--- config.mk ---
export PLATFORM = sky130hd
export DESIGN_NAME = sync_countn
export DESIGN_NICKNAME = d
export VERILOG_FILES = /design/src/rtl/sync_countn.sv
export SDC_FILE = /design/constraint.sdc
export NUM_CORES = 1
export LEC_CHECK = 0
export ABC_AREA = 1
export BUFFER_PORTS_ARGS = -buffer_cell sky130_fd_sc_hd__buf_2
export CAP_MARGIN = 10
export CORE_UTILIZATION = 55
export CTS_BUF_LIST = sky130_fd_sc_hd__clkbuf_4
export DETAILED_ROUTE_END_ITERATION = 16
export PLACE_DENSITY = 0.81
export REMOVE_ABC_BUFFERS = 1
export SYNTH_ARGS = -nofsm -noshare
export SYNTH_HDL_FRONTEND = slang
export SYNTH_SLANG_ARGS = --single-unit
export TNS_END_PERCENT = 10
--- constraint.sdc ---
create_clock -name mclk -period 5 [get_ports mclk]
set_clock_uncertainty 0.15 [all_clocks]
set_input_delay 0.25 -clock mclk [delete_from_list [all_inputs] [get_ports mclk]]
set_output_delay 0.25 -clock mclk [all_outputs]
set_load 0.01 [all_outputs]
--- src/rtl/sync_countn.sv ---
// Parameterised up/down counter over [MIN_VAL, MAX_VAL] with clamped load, terminal count,
// wrap pulse and sticky overflow. Define SYNC_COUNTN_SAT_EN to saturate at the limits instead of wrapping.
module sync_countn #(
    parameter int unsigned WIDTH     = 8,
    parameter int unsigned MIN_VAL   = 0,
    parameter int unsigned MAX_VAL   = 255,
    parameter int unsigned RESET_VAL = 0
) (
    input  logic             mclk,
    input  logic             preset,
    input  logic             load,
    input  logic             en,
    input  logic             updown,
    input  logic [WIDTH-1:0] data_in,
    output logic [WIDTH-1:0] data_out,
    output logic             tc,
    output logic             wrap,
    output logic             ovf
);

    // One guard bit so that MAX_VAL = 2^WIDTH-1 plus one is still visible as out of range.
    localparam logic [WIDTH:0]   MIN_E = {1'b0, WIDTH'(MIN_VAL)};
    localparam logic [WIDTH:0]   MAX_E = {1'b0, WIDTH'(MAX_VAL)};
    localparam logic [WIDTH:0]   ONE_E = {{WIDTH{1'b0}}, 1'b1};
    localparam logic [WIDTH-1:0] RST_V = WIDTH'(RESET_VAL);

    logic [WIDTH-1:0] cnt_q, cnt_d;
    logic             wrap_q, wrap_d;
    logic             ovf_q, ovf_d;

    logic [WIDTH:0]   cnt_ext;
    logic [WIDTH:0]   din_ext;
    logic [WIDTH:0]   nxt;
    logic [WIDTH:0]   din_clamp;
    logic             bnd;

    always_comb begin
        cnt_ext = {1'b0, cnt_q};
        din_ext = {1'b0, data_in};
        nxt     = updown ? (cnt_ext + ONE_E) : (cnt_ext - ONE_E);

        din_clamp = din_ext;
        if (din_ext <= MIN_E)
            din_clamp = MIN_E;
        else if (din_ext > MAX_E)
            din_clamp = MAX_E;

        bnd = en && !load && (updown ? (nxt > MAX_E) : (cnt_ext == MIN_E));
    end

    always_comb begin
        cnt_d  = cnt_q;
        wrap_d = 1'b0;
        ovf_d  = ovf_q;
        if (load) begin
            cnt_d = din_clamp[WIDTH-1:0];
            ovf_d = 1'b0;
        end else if (en) begin
            if (bnd) begin
                wrap_d = 1'b1;
                ovf_d  = 1'b1;
`ifdef SYNC_COUNTN_SAT_EN
                cnt_d  = cnt_q;
`else
                cnt_d  = updown ? MIN_E[WIDTH-1:0] : MAX_E[WIDTH-1:0];
`endif
            end else begin
                cnt_d = nxt[WIDTH-1:0];
            end
        end
    end

    always_ff @(posedge mclk or negedge preset) begin
        if (!preset) begin
            cnt_q  <= RST_V;
            wrap_q <= 1'b0;
            ovf_q  <= 1'b0;
        end else begin
            cnt_q  <= cnt_d;
            wrap_q <= wrap_d;
            ovf_q  <= ovf_d;
        end
    end

    assign data_out = cnt_q;
    assign tc       = bnd;
    assign wrap     = wrap_q;
    assign ovf      = ovf_q;

endmodule
Word level (Yosys, flattened, before mapping)
Cells that the tools add are included.

cells by class
  $add $sub $neg = 2
  order comparisons = 2
  mux-type cells = 13
  reduce and logical (&&, ||, !) cells = 7

operator list
  kind                                                                             number
  8-bit two-way mux                                                                5
  8-bit by 1-bit adder with 9-bit output, second input constant                    1
  9-bit by 8-bit greater-than comparator with 1-bit output, second input constant  1
  9-bit two-way mux                                                                1
  8-bit by 1-bit subtractor with 9-bit output, second input constant               1
  8-bit by 1-bit <= comparator with 1-bit output, second input constant            1
  8-bit logical NOT                                                                1
  1-bit two-way mux                                                                7
  2-bit nonzero test                                                               2
  1-bit logical AND                                                                2
  2-bit AND reduction                                                              1
  1-bit logical NOT                                                                1

word-level totals
  flip-flop bits (word level) = 10
  input port bits = 13
  output and inout bits = 11
  word-level logic and storage cells = 27

Longest topological paths before layout
  word-level depth = 8
  gate-level depth with buffers = 18
  depth with buffers taken out = 17

Worst setup path before layout
OpenSTA, ideal clock, no wires.

  path type = flip-flop to output port
  start = reg cnt_q[0] (netlist: data_out[0])
  end = out tc
  data arrival time = 1.898 ns
  data required time = 4.600 ns
  setup slack = 2.702 ns
  cell stages (with the launch flop) = 15
  buffers on the path = 1
  cell sequence = dfrtp_1 -> inv_1 -> fa_1 -> inv_1 -> nand2_1 -> nand2_2 -> nand3_2 -> nand3b_1 -> nand2_2 -> nor2_2 -> nand2_1 -> nand2_2 -> nand2_2 -> buf_6 -> inv_1

on the way
  longest elaborated chain between the ends = 5
  elaborated cells on any way between the ends = 7
  those cells by class = 2 x add/sub; 1 x order compare; 2 x mux; 2 x reduce/logical

ends and longest elaborated chain
  what                                                                                                   line  text
  from (decl)                                                                                            27    logic [WIDTH-1:0] cnt_q, cnt_d;
  from (signal assigned)                                                                                 79    cnt_q <= cnt_d;
  8-bit by 1-bit subtractor with 9-bit output or 8-bit by 1-bit adder with 9-bit output (tied branches)  40    nxt = updown ? (cnt_ext + ONE_E) : (cnt_ext - ONE_E);
  9-bit two-way mux                                                                                      40
  9-bit by 8-bit greater-than comparator with 1-bit output                                               48    bnd = en && !load && (updown ? (nxt > MAX_E) : (cnt_ext == MIN_E));
  1-bit two-way mux (*)                                                                                  48
  1-bit logical AND (*)                                                                                  48
  to (decl)                                                                                              16    output logic tc,

Mark *: on every way between the ends. The rest lies on a longest branch, timed or not.

Worst setup path in the final report
Ends and elaborated chain as after synthesis.

==> impl_metrics.json <==
{
  "hold_viol": 0,
  "syn_avg_cell_area_sq_um": 6.56,
  "firstDrtPassIters": 4,
  "synth_edf_count": 0,
  "first_iter_violations": 14,
  "fin_crit_ns": 2.79,
  "cts_tree": "built",
  "dieHeight_microns": 45.9,
  "start_util": 0.602,
  "min_period_over_period": 0.559,
  "synthCells": 162,
  "io_buffers": 23,
  "grt_pass1_vias": 912,
  "root_buffer": "clkbuf_4",
  "clockBufferDepth": 2,
  "antennaDiodeCount": 0,
  "yosysWarnings": 0,
  "required_ns": 4.60,
  "numCtsBuffers": 3,
  "cts_setup_buffers": 0,
  "synthAdderAreaFrac": 0.113,
  "synth-seq-cells": 10,
  "ys_types": 20,
  "crit_fanout": 11,
  "placed_cells": 208,
  "synth_top_flop_cell": "dfrtp_1",
  "cp-start-kind": "flip-flop",
  "dieWidth_microns": 45.9,
  "drc_errors": 0,
  "power_per_cell_area_nw_per_um2": 294,
  "reg2reg_depth": 16,
  "synthMuxAreaShare": 0,
  "holdPathStages": 3,
  "cp_slowest_stage_delay_ns": 0.45,
  "ios": 24,
  "overflow": 0,
  "synth_compound_area_frac": 0.0247,
  "path_buf_inv": 4,
  "seq_power_share": 0.290,
  "tns_ns": 0,
  "worst_r2r_startpoint": "data_out[0]",
  "h-tree-depth": 1,
  "ir_drop_v": 0.000146,
  "synthArstFlopShare": 1.00,
  "track_usage": 0.255,
  "antenna_found_initial": 0,
  "synth.most_common_cell": "nand2_1",
  "hold_class": "in -> reg",
  "dp.final_hpwl_microns": 1990,
  "dieArea_sq_um": 2110,
  "fin_cells": 213,
  "place_congestion": 0.809,
  "synth_xor_area_frac": 0.00824,
  "crit_type": "reg -> out",
  "timing.fmax_mhz": 358,
  "outcome": "finished, final reports clean",
  "tightest_slew_ns": 0.360,
  "drv_slew": 0,
  "area_delta_synth_final_pct": 15.7,
  "maxCapViolCount": 0,
  "hold_start": "data_in[1]",
  "netlist_area_sq_um": 1060,
  "grt_max_degree": 12,
  "swShare": 0.455,
  "vias": 1038,
  "path_cells": "inv_1 -> fa_1 -> inv_1 -> nand2_1 -> nand2_2 -> nand3_2 -> nand3b_1 -> nand2_2 -> nor2_2 -> nand2_1 -> nand2_2 -> nand2_2 -> inv_1 -> buf_2",
  "cp-end-kind": "output port",
  "grt_first_pass_wirelength_microns": 3910,
  "rows": 15,
  "layout.nets": 211,
  "synth_top_area_frac": 0.236,
  "synthSimpleGateAreaFrac": 0.518,
  "reg2reg_slack_ns": 2.53,
  "timing.rr.end": "data_out[5]",
  "power_frac_comb": 0.545,
  "drt-total-wl_microns": 2480,
  "min_to": "data_out[1]",
  "max_slew_margin": 0.759,
  "p_int_mw": 0.197,
  "final-setup-viol-count": 0,
  "synth_top_family_by_area": "simple AND/OR/NAND/NOR gates",
  "rsz0062_at_grt": "no",
  "fillers": 167,
  "coreArea_sq_um": 1760,
  "crit_slowest_cell": "dfrtp_1",
  "cts.clk_slew.worst_paths_ns": 0.08,
  "power_frac_clock": 0.165,
  "synth_area_leaders": "dfrtp_1 (24%), nand2_1 (20%), nand2_2 (11%), ha_1 (9.4%), inv_1 (8.5%)",
  "antenna_left": 0,
  "p_sw_mw": 0.164,
  "drt-wirelength-per-cell_microns": 11.6,
  "vias_per_cell": 4.87,
  "cts_sinks": 10,
  "synth_top_area_cell": "dfrtp_1",
  "leakagePower_nw": 0.768,
  "synth_seq_area_share": 0.236,
  "path_common_cell": "nand2_2",
  "cp.arrival_ns": 2.39,
  "path_depth": 14,
  "cp_top_family": "simple AND/OR/NAND/NOR gates",
  "clk-insertion-delay-late_ns": 0.26,
  "synth_common_cells": "nand2_1 (57), inv_1 (24), nand2_2 (19)",
  "drive_gt1_frac": 0.309
}
==> layer usage <==
layer  track usage  vias up  routed length, microns
met5             0        -                       0
met4        0.0706        0                       4
met3        0.0317        2                      77
met2         0.465       24                    1280
met1         0.309      464                    1120
li1              -      548                       -
==> cell usage in the layout (no fill, tap or decap) <==
cell	n
clkbuf_4	3
or2_2	1
a21oi_2	1
nand3_1	9
ha_1	8
clkinv_1	1
buf_2	23
nor2_2	2
nand3_2	8
a21oi_1	2
inv_1	24
or2_4	1
o21a_1	1
nand3b_1	1
nor2_1	12
dlygate4sd3_1	1
nand4_1	2
fa_1	1
nand2_2	19
nand2_1	57
xor2_1	1
dfrtp_1	10
==> tightest hold or removal path: cells and delay by family <==
kind / cells / cell delay, ns
simple gates: 2 / 0.11
buf+inv: 1 / 0.07
==> flip-flops by register name, indices dropped and copies added, names as in the netlist <==
name,flops
data_out,8
ovf,1
wrap,1
==> cells by family (layout without fill, tap and decap cells) <==
kind of cell,Yosys count,in the layout
adder cells (fa/ha/maj),9,9
AO/OA/AOI/OAI,4,4
flip-flops,10,10
XOR/XNOR,1,1
buffers and inverters,26,52
AND/OR/NAND/NOR,112,112
==> how the worst max path moves through the flow <==
stage          slack [ns]         from  to
2_1_floorplan        2.70  data_out[0]  tc
3_3_place_gp         2.53       updown  tc
3_5_place_dp         2.41       updown  tc
4_1_cts              2.18  data_out[0]  tc
5_1_grt              1.99  data_out[0]  tc
6_report             2.21  data_out[0]  tc
==> per-stage QoR <==
stage	setup WS [ns]	power [mW]	cell area [sq um]	hold slack, ns	utilization
2_1_floorplan	2.70	0.251	1050	-0.196	-
3_3_place_gp	2.53	0.292	1190	-0.0358	0.676
3_5_place_dp	2.41	0.300	1190	-0.0222	0.676
4_1_cts	2.18	0.361	1230	0.0520	0.696
5_1_grt	1.99	0.394	1230	0.0454	0.696
6_report	2.21	0.362	1230	0.0507	0.696
==> power by group through the flow <==
stage / Combinational [mW] / Sequential (mW) / Clock, mW
finish: 0.197 / 0.105 / 0.0596
global route: 0.223 / 0.106 / 0.0649
CTS: 0.196 / 0.105 / 0.0607
detailed placement: 0.194 / 0.106 / 0
global placement: 0.186 / 0.106 / 0
floorplan: 0.142 / 0.109 / 0
==> what timing repair did <==
action | CTS | global route
hold buffers | 1 | 0
endpoints found under the hold margin | 10 | 0
gates resized for setup | 0 | 0
==> cell type report <==
cell class / count / area [sq um] / share of cell area
Clock inverter: 1 / 3.75 / 0.00305
Inverter: 24 / 90.1 / 0.0733
Sequential cell: 10 / 250 / 0.204
Multi-Input combinational cell: 126 / 706 / 0.574
Tap cell: 25 / 31.3 / 0.0255
Clock buffer: 3 / 22.5 / 0.0183
Timing Repair Buffer: 24 / 125 / 0.102
Power figures use the tool's default switching activity.
